$ cat config.mk
export PLATFORM = sky130hd
export DESIGN_NAME = wall_probe_scheduler
export DESIGN_NICKNAME = d
export VERILOG_FILES = /design/src/rtl/wall_probe_scheduler.sv
export SDC_FILE = /design/constraint.sdc
export NUM_CORES = 1
export LEC_CHECK = 0
export ABC_AREA = 0
export CORE_MARGIN = 1.5
export CORE_UTILIZATION = 30
export CTS_CLUSTER_DIAMETER = 120
export DETAILED_ROUTE_END_ITERATION = 10
export HOLD_SLACK_MARGIN = 0.12
export PLACE_DENSITY = 0.62
export SYNTH_ARGS = -nofsm -noshare
export SYNTH_HDL_FRONTEND = slang
export SYNTH_SLANG_ARGS = --single-unit
$ cat constraint.sdc
create_clock -name pixel_clk -period 14.5 [get_ports pixel_clk]
set_clock_uncertainty 0.2 [all_clocks]
set_input_delay 2.9 -clock pixel_clk [delete_from_list [all_inputs] [get_ports pixel_clk]]
set_output_delay 2.9 -clock pixel_clk [all_outputs]
set_load 0.02 [all_outputs]
$ cat src/rtl/wall_probe_scheduler.sv
// Purpose: per-frame wall-collision sweep; snapshots all objects, probes 4 neighbours each through one maze port.
// Latency: in-bounds probe 3 cycles + stalls, out-of-bounds probe / invalid object 1 cycle, COMMIT 1 cycle, flags+done the cycle after.
// Backpressure: one lookup outstanding; holds maze_req/maze_x/maze_y until maze_gnt, then waits for maze_rvalid.
//
// Ports:
//   pixel_clk, Reset (async, active-low)
//   frame_start            - pulse that starts a sweep (sets overrun if a sweep is already running)
//   obj_valid/x/y/s        - packed per-object participation, centre and half-size (10 bits per object)
//   maze_req/x/y, maze_gnt - lookup request handshake; maze_rvalid/maze_wall return the result
//   wall_top/bottom/left/right - committed flags, held for the whole next frame
//   busy, done, overrun    - sweep in progress, one-cycle commit pulse, sticky frame overlap

module wall_probe_scheduler #(
   parameter int NUM_OBJ  = 4,
   parameter int SCREEN_W = 640,
   parameter int SCREEN_H = 480
) (
   input  logic                 pixel_clk,
   input  logic                 Reset,
   input  logic                 frame_start,
   input  logic [NUM_OBJ-1:0]   obj_valid,
   input  logic [10*NUM_OBJ-1:0] obj_x,
   input  logic [10*NUM_OBJ-1:0] obj_y,
   input  logic [10*NUM_OBJ-1:0] obj_s,
   output logic                 maze_req,
   output logic [9:0]           maze_x,
   output logic [9:0]           maze_y,
   input  logic                 maze_gnt,
   input  logic                 maze_rvalid,
   input  logic                 maze_wall,
   output logic [NUM_OBJ-1:0]   wall_top,
   output logic [NUM_OBJ-1:0]   wall_bottom,
   output logic [NUM_OBJ-1:0]   wall_left,
   output logic [NUM_OBJ-1:0]   wall_right,
   output logic                 busy,
   output logic                 done,
   output logic                 overrun
);

   localparam int IDX_W = (NUM_OBJ > 1) ? $clog2(NUM_OBJ) : 1;

   typedef enum logic [2:0] {IDLE, PROBE, ISSUE, WAIT, COMMIT} stateT;

   stateT state, nextState;

   // Frame snapshot: the sweep never looks at the live object inputs.
   logic [NUM_OBJ-1:0]    snapValid;
   logic [10*NUM_OBJ-1:0] snapX, snapY, snapS;

   logic [IDX_W-1:0] objIdx;
   logic [1:0]       probeIdx;     // 0 top, 1 bottom, 2 left, 3 right

   logic [NUM_OBJ-1:0] stageTop, stageBottom, stageLeft, stageRight;

   logic [9:0]  curX, curY, curS;
   logic        curValid, lastObj, lastProbe;
   logic [11:0] cx, cy, reach, px, py;
   logic        oob;

   logic skipObj, advance, setFlag, flagVal, loadCoord;

   assign curX      = snapX[10*objIdx +: 10];
   assign curY      = snapY[10*objIdx +: 10];
   assign curS      = snapS[10*objIdx +: 10];
   assign curValid  = snapValid[objIdx];
   assign lastObj   = (objIdx == IDX_W'(NUM_OBJ-1));
   assign lastProbe = (probeIdx == 2'd3);

   assign maze_req = (state == ISSUE);
   assign busy     = (state != IDLE);

   // Probe coordinate with two guard bits: a sum never exceeds 2047, and a
   // negative difference wraps to >= 2048, so a single unsigned compare
   // against the screen limit catches both the negative and the far edge.
   always_comb begin
      cx    = {2'b00, curX};
      cy    = {2'b00, curY};
      reach = {2'b00, curS} + 12'd1;
      px    = cx;
      py    = cy;
      case (probeIdx)
         2'd0:    py = cy - reach;
         2'd1:    py = cy + reach;
         2'd2:    px = cx - reach;
         default: px = cx + reach;
      endcase
      oob = (px > 12'(SCREEN_W-1)) || (py > 12'(SCREEN_H-1));
   end

   always_ff @(posedge pixel_clk or negedge Reset) begin
      if (!Reset) state <= IDLE;
      else        state <= nextState;
   end

   always_comb begin
      nextState = state;
      skipObj   = 1'b0;
      advance   = 1'b0;
      setFlag   = 1'b0;
      flagVal   = 1'b0;
      loadCoord = 1'b0;
      case (state)
         IDLE: begin
            if (frame_start) nextState = PROBE;
         end
         PROBE: begin
            if (!curValid) begin
               skipObj   = 1'b1;
               nextState = lastObj ? COMMIT : PROBE;
            end else if (oob) begin
               setFlag   = 1'b1;
               flagVal   = 1'b1;
               advance   = 1'b1;
               nextState = (lastProbe && lastObj) ? COMMIT : PROBE;
            end else begin
               loadCoord = 1'b1;
               nextState = ISSUE;
            end
         end
         ISSUE: begin
            if (maze_gnt) nextState = WAIT;
         end
         WAIT: begin
            if (maze_rvalid) begin
               setFlag   = 1'b1;
               flagVal   = maze_wall;
               advance   = 1'b1;
               nextState = (lastProbe && lastObj) ? COMMIT : PROBE;
            end
         end
         COMMIT: nextState = IDLE;
         default: nextState = IDLE;
      endcase
   end

   always_ff @(posedge pixel_clk or negedge Reset) begin
      if (!Reset) begin
         snapValid   <= '0;
         snapX       <= '0;
         snapY       <= '0;
         snapS       <= '0;
         objIdx      <= '0;
         probeIdx    <= '0;
         stageTop    <= '0;
         stageBottom <= '0;
         stageLeft   <= '0;
         stageRight  <= '0;
         wall_top    <= '0;
         wall_bottom <= '0;
         wall_left   <= '0;
         wall_right  <= '0;
         maze_x      <= '0;
         maze_y      <= '0;
         done        <= 1'b0;
         overrun     <= 1'b0;
      end else begin
         done <= (state == COMMIT);

         if (frame_start && busy) overrun <= 1'b1;

         if (state == IDLE && frame_start) begin
            snapValid   <= obj_valid;
            snapX       <= obj_x;
            snapY       <= obj_y;
            snapS       <= obj_s;
            objIdx      <= '0;
            probeIdx    <= '0;
            stageTop    <= '0;
            stageBottom <= '0;
            stageLeft   <= '0;
            stageRight  <= '0;
         end

         // Index only moves forward while more objects remain; on the last
         // object the FSM leaves for COMMIT and the index is reloaded next frame.
         if (skipObj && !lastObj) begin
            objIdx   <= objIdx + IDX_W'(1);
            probeIdx <= '0;
         end

         if (advance) begin
            probeIdx <= probeIdx + 2'd1;
            if (lastProbe && !lastObj) objIdx <= objIdx + IDX_W'(1);
         end

         if (setFlag) begin
            case (probeIdx)
               2'd0:    stageTop[objIdx]    <= flagVal;
               2'd1:    stageBottom[objIdx] <= flagVal;
               2'd2:    stageLeft[objIdx]   <= flagVal;
               default: stageRight[objIdx]  <= flagVal;
            endcase
         end

         if (loadCoord) begin
            maze_x <= px[9:0];
            maze_y <= py[9:0];
         end

         if (state == COMMIT) begin
            wall_top    <= stageTop;
            wall_bottom <= stageBottom;
            wall_left   <= stageLeft;
            wall_right  <= stageRight;
         end
      end
   end

endmodule

# Yosys cells after proc, flatten, opt, wreduce, memory -nomap -nowiden

Index checks and enable logic that the tools add are counted.

Register bits after elaboration: 185
Output and inout bits: 40

$add $sub $neg: 7
Multiply operators: 1
$lt $le $gt $ge: 4
Equality and inequality tests: 11
Shift-type cells: 3
Muxes and demuxes: 48
Reductions and logical operators: 15

Operators with widths:

| kind                                                                   | number |
|---|---|
| 40-bit by 7-bit indexed part select with 10-bit output                 | 3 |
| 4-bit 2-to-1 mux                                                       | 12 |
| 12-bit one-hot mux with 2 select lines                                 | 2 |
| 10-bit by 11-bit adder with 12-bit output                              | 2 |
| 10-bit by 11-bit subtractor with 12-bit output                         | 2 |
| 3-bit 2-to-1 mux                                                       | 7 |
| 4-bit bitwise mux                                                      | 4 |
| 2-bit 2-to-1 mux                                                       | 7 |
| 12-bit by 10-bit > comparator with 1-bit output, second input constant | 1 |
| 12-bit by 9-bit > comparator with 1-bit output, second input constant  | 1 |
| 3-bit one-hot mux with 4 select lines                                  | 1 |
| 10-bit by 1-bit adder with 11-bit output, second input constant        | 1 |
| 1-bit 2-to-1 mux                                                       | 11 |
| 2-bit equality test, second input constant                             | 3 |
| 3-bit by 2-bit equality test with 1-bit output, second input constant  | 2 |
| 1-bit logical AND                                                      | 6 |
| 3-bit nonzero test                                                     | 2 |
| 3-bit by 2-bit multiplier with 5-bit output, first input constant      | 1 |
| 2-bit by 1-bit adder with 2-bit output, second input constant          | 2 |
| 2-bit inequality test, second input constant                           | 2 |
| 1-bit one-hot mux with 2 select lines                                  | 2 |
| 3-bit by 1-bit equality test with 1-bit output, second input constant  | 1 |
| 3-bit equality test, second input constant                             | 1 |
| 3-bit zero test                                                        | 1 |
| 12 further kinds                                                       | 12 |

# Depth between registers and ports, before layout

Gate-level depths: netlist (run 1).

Depth in word-level cells: 13
Mapped depth: 22
Depth with buffers taken out: 19

# Least setup slack after synthesis (run 1)

Ideal clock, no wire load.

Path kind: reg2reg
Start: register objIdx[0]
End: register maze_x[1]
Library setup time: 0.125 ns
Arrival time: 5.224 ns
Slack: 8.951 ns
Stages on the path, launching flop included: 21
Path buffers: 5
Clock period less this slack: 5.549 ns
Path through: dfrtp_1 -> buf_6 -> buf_4 -> buf_1 -> clkbuf_1 -> mux4_2 -> inv_1 -> ha_1 -> fa_1 -> nor2b_1 -> o21a_1 -> o21ai_0 -> a21oi_1 -> o31ai_1 -> or4_1 -> o21ai_1 -> o311ai_4 -> o21ai_2 -> nor3_4 -> buf_6 -> mux2_4

Cells in the longest elaborated chain, start to end: 10
Elaborated cells between the ends (all ways): 19
Those cells by class: add/sub: 5; mul: 1; order compare: 2; shift: 3; mux: 7; reduce/logical: 1

RTL lines:

| element                                                                                                           | RTL line   | text |
|---|---|---|
| start, declared                                                                                                   | 50         | `logic [IDX_W-1:0] objIdx;` |
| start signal, assigned                                                                                            | 177        | `objIdx <= objIdx + IDX_W'(1);` |
| start signal, assigned                                                                                            | 183        | `if (lastProbe && !lastObj) objIdx <= objIdx + IDX_W'(1);` |
| 3-bit by 2-bit multiplier with 5-bit output                                                                       | 62, 63, 64 |  |
| 40-bit by 7-bit indexed part select with 10-bit output                                                            | 64         | `assign curS = snapS[10*objIdx +: 10];` |
| 10-bit by 1-bit adder with 11-bit output                                                                          | 78         | `reach = {2'b00, curS} + 12'd1;` |
| 10-bit by 11-bit adder with 12-bit output, or another cell as far along                                           | 85         | `default: px = cx + reach;` |
| 12-bit one-hot mux with 2 select lines                                                                            | 81         | `case (probeIdx)` |
| 12-bit by 10-bit > comparator with 1-bit output or 12-bit by 9-bit > comparator with 1-bit output (tied branches) | 87         | `oob = (px > 12'(SCREEN_W-1)) \|\| (py > 12'(SCREEN_H-1));` |
| 1-bit logical OR                                                                                                  | 87         |  |
| 1-bit 2-to-1 mux                                                                                                  | 110        | `end else if (oob) begin` |
| 1-bit 2-to-1 mux                                                                                                  | 107        | `if (!curValid) begin` |
| 1-bit 2-to-1 mux                                                                                                  | 102        | `case (state)` |
| end signal, assigned                                                                                              | 196        | `maze_x <= px[9:0];` |
| end, declared                                                                                                     | 26         | `output logic [9:0] maze_x,` |

Parallel ways exist; a longest one is shown, timed or not. The select of a mux whose other input is x is not followed.
A chain may end at the register's enable or synchronous reset.

# Worst setup path after layout (run 1)

Start: register objIdx[0]
End: register maze_y[1]

Cells in the longest elaborated chain, start to end: 10
Elaborated cells between the ends (all ways): 19
Those cells by class: add/sub: 5; mul: 1; order compare: 2; shift: 3; mux: 7; reduce/logical: 1

RTL lines:

| element                                                                                                           | RTL line   | text |
|---|---|---|
| 3-bit by 2-bit multiplier with 5-bit output                                                                       | 62, 63, 64 |  |
| 40-bit by 7-bit indexed part select with 10-bit output                                                            | 64         |  |
| 10-bit by 1-bit adder with 11-bit output                                                                          | 78         |  |
| 10-bit by 11-bit adder with 12-bit output, or another cell as far along                                           | 85         |  |
| 12-bit one-hot mux with 2 select lines                                                                            | 81         |  |
| 12-bit by 10-bit > comparator with 1-bit output or 12-bit by 9-bit > comparator with 1-bit output (tied branches) | 87         |  |
| 1-bit logical OR                                                                                                  | 87         |  |
| 1-bit 2-to-1 mux                                                                                                  | 110        |  |
| 1-bit 2-to-1 mux                                                                                                  | 107        |  |
| 1-bit 2-to-1 mux                                                                                                  | 102        |  |
| end signal, assigned                                                                                              | 197        | `maze_y <= py[9:0];` |
| end, declared                                                                                                     | 27         | `output logic [9:0] maze_y,` |

Parallel ways exist; a longest one is shown, timed or not. The select of a mux whose other input is x is not followed.

==> flow_summary.json, run 1 <==
{
  "cts_sinks": 185,
  "worst_r2r_startpoint": "objIdx[0]$_DFF_PN0_",
  "i_o_pins": 170,
  "synth_enable_flop_cells": 0,
  "switching_share": 0.453,
  "horiz_die_dim_um": 186,
  "total_detailed_routing_wirelength_um": 26500,
  "final_layout_size_suffix_gt1_frac": 0.0954,
  "synth_fp_nets": 1262,
  "grt_util_all_layers": 0.157,
  "area_delta_synth_final_pct": 27.0,
  "drv_slew": 0,
  "power_density_over_the_cells_nw_per_um2": 280,
  "detail-route-antenna-nets": 0,
  "maxClockFrequency_ghz": 0.142,
  "layout_commonest_cell": "nand2_1",
  "share_of_the_core_filled_with_cells": 0.390,
  "grt_busiest_layer": "met2",
  "total_power_mw": 3.57,
  "hold_path.startpoint": "overrun$_DFFE_PN0P_",
  "num_antenna_cells": 0,
  "synth-main-ff-cell": "dfrtp_1",
  "final-setup-viol-count": 0,
  "detailedRoute.firstIterationViolations": 453,
  "slew_headroom": 0.310,
  "sequential_share_of_power": 0.243,
  "grt_first_pass_wirelength_um": 42100,
  "outcome": "complete, no violations",
  "hold_ws_ns": 0.264,
  "grt_max_degree": 85,
  "cells_resized_by_post_cts_repair": 0,
  "layout_worst_path_cycle_share": 0.486,
  "nNetsFinal": 1399,
  "postSynthCellCount": 1098,
  "yosysWarnings": 0,
  "route.vias.total": 8021,
  "p_sw_mw": 1.62,
  "final_period_minus_worst_setup_slack_ns": 7.05,
  "critical_path_peak_fanout": 19,
  "core-area_um2": 32800,
  "place_congestion": 0.857,
  "setup_repair_after_global_routing_missed_its_margin": "false",
  "final_hold_fails": 0,
  "register_area_um2": 4630,
  "grt_use_met3": 0.0278,
  "vdd.ir_drop.worst_uv": 129,
  "ys_ff_latch": 185,
  "met1_routing_resource_usage_after_global_routing": 0.215,
  "worstSetupStartpointType": "register",
  "postCtsSetupBuffers": 0,
  "syn-mean-instance-area_um2": 9.16,
  "critPathCaptureType": "register",
  "min_delay_path_depth": 1,
  "postCtsHoldBufs": 0,
  "number_of_inserted_filler_cells_in_the_final_layout": 3257,
  "clock_latency_on_the_worst_skew_pair_ns": 0.43,
  "num_rows": 66,
  "pre_cts_ws_ns": 7.44,
  "initial_utilization": 0.307,
  "combined_area_of_the_multi_input_logic_cells_um2": 5130,
  "synth.yosys.seq_area_share": 0.460,
  "drc": 0,
  "clock_tree.buffer_depth": 2,
  "number_of_antenna_violations_at_the_first_check_in_global_routing": 0,
  "postSynth.asyncResetShare": 1.00,
  "portBuffers": 169,
  "required_ns": 14.60,
  "timing.reg2reg.setup_slack_ns": 7.45,
  "mappedNetlistArea_um2": 10100,
  "crit_type": "reg2reg",
  "synth.distinct_cells": 64,
  "detail_route.vias_per_cell": 4.75,
  "cell_internal_pwr_mw": 1.96,
  "number_of_cells_on_the_worst_reg_to_reg_path": 20,
  "first_global_vias": 7836,
  "design.die.area_um2": 34600,
  "cts_buffers": 17,
  "power.share.combinational": 0.614,
  "dp_hpwl_um": 19400,
  "cts-htree-levels": 4,
  "pwr-share-clk": 0.143,
  "rr_endpoint": "maze_y[1]$_DFFE_PN0P_",
  "die_height_um": 186,
  "drv.max_cap_violation_count": 0,
  "power.leakage_nw": 5.88,
  "tritoncts": "done",
  "drt-wirelength-per-cell_um": 15.7,
  "layout.cells.most_common_list": "436 x nand2_1, 183 x dfrtp_1, 168 x clkdlybuf4s50_1",
  "setup-tns-final_ns": 0,
  "setup_slack_ns": 7.45,
  "grt_overflow_total": 0,
  "cell_at_the_root_of_the_clock_tree": "clkbuf_16",
  "worst_hold_path_type": "reg2reg",
  "detailedRoute.firstPassIterationCount": 5,
  "worstMarginPinSlew_ns": 1.03,
  "groute.layer.met2.usage": 0.257,
  "clkTransAtPathRegs_ns": 0.07,
  "critical_path_arrival_ns": 7.15,
  "hold_end": "overrun$_DFFE_PN0P_"
}
-- worst max path at each step --
stage / to / slack (ns) / depth (start not counted) / startpoint
detailed placement: maze_x[0]$_DFFE_PN0P_ / 7.44 / 20 / objIdx[0]$_DFF_PN0_
CTS: maze_y[1]$_DFFE_PN0P_ / 7.43 / 20 / objIdx[0]$_DFF_PN0_
finish: maze_y[1]$_DFFE_PN0P_ / 7.45 / 20 / objIdx[0]$_DFF_PN0_
global route: maze_y[1]$_DFFE_PN0P_ / 6.81 / 20 / objIdx[0]$_DFF_PN0_
floorplan: maze_x[1]$_DFFE_PN0P_ / 8.95 / 20 / objIdx[0]$_DFF_PN0_
global placement: maze_x[0]$_DFFE_PN0P_ / 7.57 / 20 / objIdx[0]$_DFF_PN0_
-- cell type report --
type / count / share of cell area
multi-input cells: 834 / 0.401
clock inverters: 12 / 0.0147
repair buffers: 178 / 0.138
clock buffers: 20 / 0.0349
flip-flops and latches: 185 / 0.362
well taps: 442 / 0.0433
inverters: 19 / 0.00558
-- critical path, cell delays in order, from the launching register on --
cell and delay [ns]:
dfrtp_2 0.72, buf_4 0.46, mux4_2 0.69, ha_1 0.29, xnor2_1 0.31, nor3b_1 0.40
and3_1 0.28, nor2_1 0.07, xor2_1 0.18, ha_1 0.33, o21ai_0 0.16, nand2b_1 0.11
nand2_1 0.09, a21oi_1 0.05, o31ai_1 0.55, or4_1 0.20, o21ai_1 0.10, o311ai_4 0.31
o21ai_2 0.18, nor3_4 0.79, mux2_2 0.42
-- power by group through the flow --
stage	clock, mW	sequential (mW)	combinational (mW)
after global routing	0.543	0.899	2.45
final	0.510	0.869	2.20
after global placement	0	0.873	2.16
after detailed placement	0	0.878	2.19
after CTS	0.522	0.871	2.21
after floorplan	0	0.857	1.64
-- layer usage --
metal  part of all wire  vias up  wire length [µm]
met2               0.47      186             12400
met4              0.012        0               325
met5                  0        -                 0
li1                   -     3943                 -
met3              0.045       18              1190
met1               0.47     3874             12500
-- through the flow --
step / instances / area, µm²
after detailed placement: 1658 / 12100
after floorplan: 1098 / 10100
after global routing: 1690 / 12800
after CTS: 1690 / 12800
final: 1690 / 12800
after global placement: 1658 / 12100
-- state kept, by name, indices dropped and copies added (netlist names) --
name / flops
stageLeft: 4
wall_bottom: 4
done: 1
state: 3
maze_x: 10
wall_right: 4
wall_left: 4
stageBottom: 4
snapX: 40
snapValid: 4
snapY: 40
probeIdx: 2
wall_top: 4
stageTop: 4
snapS: 40
overrun: 1
maze_y: 10
objIdx: 2
stageRight: 4
-- Yosys cell counts (all sizes together) (5+ instances only) --
cell | number | area share
nand2 | 437 | 0.16
nand2b | 5 | 0.0031
nor2b | 7 | 0.0044
mux4 | 31 | 0.069
xnor2 | 19 | 0.017
mux2 | 32 | 0.038
buf | 15 | 0.0077
nand3 | 49 | 0.025
o211ai | 5 | 0.0037
dfrtp | 185 | 0.46
xor2 | 20 | 0.017
mux2i | 6 | 0.0060
o2111ai | 5 | 0.0044
a21oi | 16 | 0.0080
o21a | 10 | 0.0075
nor3 | 8 | 0.0051
clkbuf | 45 | 0.017
a31oi | 6 | 0.0037
inv | 19 | 0.0071
ha | 32 | 0.040
and3 | 10 | 0.0067
nor2 | 37 | 0.014
o31ai | 6 | 0.0045
o21ai | 35 | 0.018
-- cells by family (layout without fill, tap and decap cells) --
kind of cell	count (synthesis)	count (layout)	share of synthesized area
compound gates	115	115	0.0787
xor+xnor	39	39	0.0339
fa+ha+maj	34	34	0.0438
buf+inv	79	229	0.0317
flops	185	185	0.460
mux	69	69	0.113
simple gates	577	577	0.238
(Power assumes the default switching activity.)
==> inputs of run 2 (changes only) <==
--- a/config.mk
+++ b/config.mk
@@ -11,7 +11,7 @@
 export CTS_CLUSTER_DIAMETER = 120
 export DETAILED_ROUTE_END_ITERATION = 10
 export HOLD_SLACK_MARGIN = 0.12
-export PLACE_DENSITY = 0.62
+export PLACE_DENSITY = 0.64
 export SYNTH_ARGS = -nofsm -noshare
 export SYNTH_HDL_FRONTEND = slang
 export SYNTH_SLANG_ARGS = --single-unit
==> constraint.sdc (replaced) <==
create_clock -name pixel_clk -period 6.3 [get_ports pixel_clk]
set_clock_uncertainty 0.2 [all_clocks]
set_input_delay 1.26 -clock pixel_clk [delete_from_list [all_inputs] [get_ports pixel_clk]]
set_output_delay 1.26 -clock pixel_clk [all_outputs]
set_load 0.02 [all_outputs]
==> flow_summary.json, run 2 (synthesized netlist as in run 1, its figures left out) <==
{
  "outcome": "complete, no violations",
  "drv.max_cap_violation_count": 0,
  "cts_sinks": 185,
  "worstSetupStartpointType": "register",
  "total_detailed_routing_wirelength_um": 26900,
  "drc": 0,
  "power.leakage_nw": 5.89,
  "p_sw_mw": 3.77,
  "clock_latency_on_the_worst_skew_pair_ns": 0.43,
  "place_congestion": 0.919,
  "pre_cts_ws_ns": 0.497,
  "route.vias.total": 8057,
  "setup_repair_after_global_routing_missed_its_margin": "false",
  "share_of_the_core_filled_with_cells": 0.390,
  "slowest_stage": "mux4_2",
  "cells_resized_by_post_cts_repair": 0,
  "drt-wirelength-per-cell_um": 15.9,
  "final_layout_size_suffix_gt1_frac": 0.0983,
  "cell_at_the_root_of_the_clock_tree": "clkbuf_16",
  "detail_route.vias_per_cell": 4.76,
  "critical_path_arrival_ns": 6.00,
  "layout.cells.most_common_list": "436 x nand2_1, 183 x dfrtp_1, 168 x clkdlybuf4s50_1",
  "layout_commonest_cell": "nand2_1",
  "power.share.combinational": 0.624,
  "worst_hold_path_type": "reg2reg",
  "switching_share": 0.455,
  "pwr-share-clk": 0.139,
  "final_period_minus_worst_setup_slack_ns": 5.89,
  "drv_slew": 0,
  "detailedRoute.firstIterationViolations": 432,
  "cts_buffers": 17,
  "worstMarginPinSlew_ns": 1.00,
  "setup-tns-final_ns": 0,
  "postCtsHoldBufs": 0,
  "area_delta_synth_final_pct": 27.2,
  "layout_worst_path_cycle_share": 0.936,
  "number_of_inserted_filler_cells_in_the_final_layout": 3300,
  "num_rows": 66,
  "critical_path_peak_fanout": 19,
  "grt_max_degree": 108,
  "crit_chain": "mux4_2 > ha_1 > xnor2_1 > nor3b_1 > and3_1 > nor2_1 > xor2_1 > ha_1 > o21ai_0 > nand2b_1 > nand2_1 > a21oi_1 > o31ai_1 > or4_1 > o21ai_1 > o311ai_4 > o21ai_2 > nor3_4 > buf_4 > mux2_2",
  "crit_type": "reg2reg",
  "maxClockFrequency_ghz": 0.170,
  "cell_internal_pwr_mw": 4.51,
  "die_height_um": 186,
  "i_o_pins": 170,
  "detail-route-antenna-nets": 0,
  "worst-path-stages": 20,
  "largestRegisters": "snapS x40, snapX x40, snapY x40",
  "critPathCaptureType": "register",
  "cts-htree-levels": 4,
  "first_global_vias": 8341,
  "num_antenna_cells": 0,
  "power_density_over_the_cells_nw_per_um2": 647,
  "design.die.area_um2": 34600,
  "cpLargestDelayFamily": "simple AND/OR/NAND/NOR gates",
  "setup_slack_ns": 0.406,
  "timing.critical_path.slowest_cell_delay_ns": 0.66,
  "final_hold_fails": 0,
  "vdd.ir_drop.worst_uv": 352,
  "final-setup-viol-count": 0,
  "detailedRoute.firstPassIterationCount": 4,
  "path_buf_inv": 1,
  "grt_first_pass_wirelength_um": 43800,
  "path_common_cell": "ha_1",
  "initial_utilization": 0.307,
  "grt_util_all_layers": 0.162,
  "number_of_cells_on_the_worst_reg_to_reg_path": 20,
  "required_ns": 6.41,
  "grt_overflow_total": 0,
  "dp_hpwl_um": 19700,
  "nNetsFinal": 1403,
  "min_delay_path_depth": 2,
  "clkTransAtPathRegs_ns": 0.07,
  "slew_headroom": 0.329,
  "portBuffers": 169,
  "number_of_antenna_violations_at_the_first_check_in_global_routing": 0,
  "clock_tree.buffer_depth": 2,
  "sequential_share_of_power": 0.237,
  "postCtsSetupBuffers": 0,
  "horiz_die_dim_um": 186,
  "tritoncts": "done",
  "core-area_um2": 32800
}
==> run 2: worst min-delay path, stage by stage, from the launching register on <==
cell and delay, ns:
dfrtp_1 0.34, nand2_1 0.05, nand2_1 0.05
==> run 2: through the flow <==
step                      instance area [µm²]  total power [mW]  instances  hold WS, ns
after floorplan                         10100              5.75       1098        0.240
after global placement                  12200              6.94       1662        0.239
after detailed placement                12200              7.11       1662        0.257
after CTS                               12800              8.30       1693        0.274
after global routing                    12800              8.98       1693        0.287
final                                   12800              8.28       1693        0.273
==> run 2: power groups by stage <==
stage,clock network [mW],logic (mW),registers (mW)
2_1_floorplan,0,3.78,1.97
3_3_place_gp,0,4.98,1.96
3_5_place_dp,0,5.13,1.98
4_1_cts,1.18,5.16,1.96
5_1_grt,1.22,5.74,2.03
6_report,1.15,5.16,1.96
==> run 2: layout make-up <==
type,instances,area [µm²],area share
sequential,185,4630,0.362
clock inverter,13,189,0.0148
tap,442,553,0.0432
inverter,19,71.3,0.00557
clock buffer,18,429,0.0335
timing repair buffer,182,1790,0.140
multi-input combinational,834,5130,0.401
==> run 2: worst paths after layout <==
kind	startpoint	to	slack, ns
hold / removal	snapX[22]$_DFFE_PN0P_	snapX[22]$_DFFE_PN0P_	0.27
hold reg to reg	snapX[22]$_DFFE_PN0P_	snapX[22]$_DFFE_PN0P_	0.27
max in group asynchronous	Reset	objIdx[1]$_DFF_PN0_	4.06
min in group asynchronous	Reset	snapX[12]$_DFFE_PN0P_	0.73
setup / recovery	objIdx[0]$_DFF_PN0_	maze_y[2]$_DFFE_PN0P_	0.41
setup reg to reg	objIdx[0]$_DFF_PN0_	maze_y[2]$_DFFE_PN0P_	0.41
==> run 2: metal layers <==
metal	routed length, µm	vias to the layer above	track usage
met4	444	0	0.0487
met2	13100	173	0.271
met5	0	-	0
met3	989	24	0.0243
met1	12400	3891	0.217
li1	-	3969	-
==> inputs of run 3 (changes only) <==
--- a/config.mk
+++ b/config.mk
@@ -8,9 +8,10 @@
 export ABC_AREA = 0
 export CORE_MARGIN = 1.5
 export CORE_UTILIZATION = 30
-export CTS_CLUSTER_DIAMETER = 120
+export CTS_CLUSTER_DIAMETER = 150
 export DETAILED_ROUTE_END_ITERATION = 10
 export HOLD_SLACK_MARGIN = 0.12
+export MAX_ROUTING_LAYER = met4
 export PLACE_DENSITY = 0.64
 export SYNTH_ARGS = -nofsm -noshare
 export SYNTH_HDL_FRONTEND = slang
==> flow_summary.json, run 3 (synthesized netlist as in run 1, its figures left out) <==
{
  "outcome": "complete, no violations",
  "crit_type": "reg2reg",
  "dp_hpwl_um": 19500,
  "drv_slew": 0,
  "critical_path_peak_fanout": 19,
  "total_detailed_routing_wirelength_um": 26600,
  "setup-tns-final_ns": 0,
  "grt_first_pass_wirelength_um": 42500,
  "detailedRoute.firstPassIterationCount": 5,
  "number_of_cells_on_the_worst_reg_to_reg_path": 20,
  "detail_route.vias_per_cell": 4.76,
  "cts_buffers": 17,
  "tritoncts": "done",
  "cells_resized_by_post_cts_repair": 0,
  "grt_max_degree": 104,
  "power.leakage_nw": 5.89,
  "layout.cells.most_common_list": "436 x nand2_1, 183 x dfrtp_1, 168 x clkdlybuf4s50_1",
  "critPathCaptureType": "register",
  "power_density_over_the_cells_nw_per_um2": 642,
  "first_global_vias": 8065,
  "area_delta_synth_final_pct": 27.3,
  "worstSetupStartpointType": "register",
  "worst_hold_path_type": "reg2reg",
  "rr_endpoint": "maze_y[1]$_DFFE_PN0P_",
  "register_area_um2": 4630,
  "worstMarginPinSlew_ns": 0.985,
  "layout_worst_path_cycle_share": 0.924,
  "num_antenna_cells": 0,
  "initial_utilization": 0.307,
  "drt-wirelength-per-cell_um": 15.7,
  "clkTransAtPathRegs_ns": 0.07,
  "detailedRoute.firstIterationViolations": 393,
  "slew_headroom": 0.341,
  "core-area_um2": 32800,
  "final-setup-viol-count": 0,
  "hold_end": "overrun$_DFFE_PN0P_",
  "number_of_inserted_filler_cells_in_the_final_layout": 3310,
  "layout_commonest_cell": "nand2_1",
  "critical_path_arrival_ns": 5.93,
  "num_rows": 66,
  "drv.max_cap_violation_count": 0,
  "clock_tree.buffer_depth": 2,
  "detail-route-antenna-nets": 0,
  "portBuffers": 169,
  "number_of_antenna_violations_at_the_first_check_in_global_routing": 0,
  "vdd.ir_drop.worst_uv": 378,
  "largestRegisters": "snapS x40, snapX x40, snapY x40",
  "design.die.area_um2": 34600,
  "postCtsHoldBufs": 0,
  "setup_repair_after_global_routing_missed_its_margin": "false",
  "maxClockFrequency_ghz": 0.172,
  "route.vias.total": 8062,
  "worst_r2r_startpoint": "objIdx[0]$_DFF_PN0_",
  "horiz_die_dim_um": 186,
  "cell_at_the_root_of_the_clock_tree": "clkbuf_16",
  "path_common_cell": "ha_1",
  "final_period_minus_worst_setup_slack_ns": 5.82,
  "combined_area_of_the_multi_input_logic_cells_um2": 5130,
  "timing.reg2reg.setup_slack_ns": 0.48,
  "share_of_the_core_filled_with_cells": 0.391,
  "hold_path.startpoint": "overrun$_DFFE_PN0P_",
  "place_congestion": 0.954,
  "i_o_pins": 170,
  "nNetsFinal": 1403,
  "cts-htree-levels": 4,
  "slowest_stage": "mux4_2",
  "grt_util_all_layers": 0.164,
  "grt_overflow_total": 0,
  "crit_chain": "mux4_2 > ha_1 > xnor2_1 > nor3b_1 > and3_1 > nor2_1 > xor2_1 > ha_1 > o21ai_0 > nand2b_1 > nand2_1 > a21oi_1 > o31ai_1 > or4_1 > o21ai_1 > o311ai_4 > o21ai_2 > nor3_4 > buf_4 > mux2_2",
  "final_hold_fails": 0,
  "drc": 0,
  "postCtsSetupBuffers": 0,
  "timing.critical_path.slowest_cell_delay_ns": 0.66,
  "required_ns": 6.41,
  "final_layout_size_suffix_gt1_frac": 0.0990,
  "die_height_um": 186,
  "min_delay_path_depth": 1,
  "cts_sinks": 185,
  "clock_latency_on_the_worst_skew_pair_ns": 0.43
}
run 3: cell types whose count changed in the layout (fill, tap and decap cells not counted):
cell        previous run  this run
clkinv_4               0         1
clkbuf_8               1         2
inv_6                  5         2
clkinv_2               2         0
bufinv_16              4         3
clkinvlp_4             2         3
inv_8                  0         4
run 3: where the power goes:
part           internal [mW]  switching [mW]
clock                  0.650           0.496
combinational           2.16            2.96
sequential              1.68           0.277
run 3: worst max-delay path by stage:
stage,start,endpoint,slack [ns]
finish,objIdx[0]$_DFF_PN0_,maze_y[1]$_DFFE_PN0P_,0.48
global placement,objIdx[0]$_DFF_PN0_,maze_x[0]$_DFFE_PN0P_,0.66
detailed placement,objIdx[0]$_DFF_PN0_,maze_x[9]$_DFFE_PN0P_,0.54
CTS,objIdx[0]$_DFF_PN0_,maze_y[1]$_DFFE_PN0P_,0.53
floorplan,objIdx[0]$_DFF_PN0_,maze_x[1]$_DFFE_PN0P_,0.75
global route,objIdx[0]$_DFF_PN0_,maze_x[0]$_DFFE_PN0P_,0.11
run 3: worst max-delay path: cells and delay by family, from the launching register on:
family          cells  cell delay, ns
fa+ha+maj           2            0.63
buf+inv             1            0.30
mux                 2            1.03
compound gates      6            1.28
flops               1            0.46
simple gates        7            1.29
xor+xnor            2            0.48
run 3: stage by stage:
stage          worst slack [ns]  instances  hold slack, ns  total power [mW]  instance area, µm²
6_report                  0.478       1694           0.263              8.22               12800
3_3_place_gp              0.661       1662           0.242              6.94               12200
2_1_floorplan             0.751       1098           0.240              5.75               10100
3_5_place_dp              0.540       1662           0.256              7.07               12200
5_1_grt                   0.109       1694           0.283              8.92               12800
4_1_cts                   0.529       1694           0.273              8.26               12800
run 3: layout make-up:
class	instances	share of cell area
multi-input combinational	834	0.401
sequential	185	0.362
timing repair buffer	182	0.140
tap	442	0.0432
clock buffer	19	0.0346
clock inverter	13	0.0144
inverter	19	0.00557
run 3: routing by layer:
metal / track usage / up-vias / part of all wire
li1: - / 3954 / -
met1: 0.214 / 3909 / 0.46
met2: 0.257 / 172 / 0.47
met3: 0.0269 / 27 / 0.039
met4: 0.0568 / 0 / 0.024
met5: - / - / 0
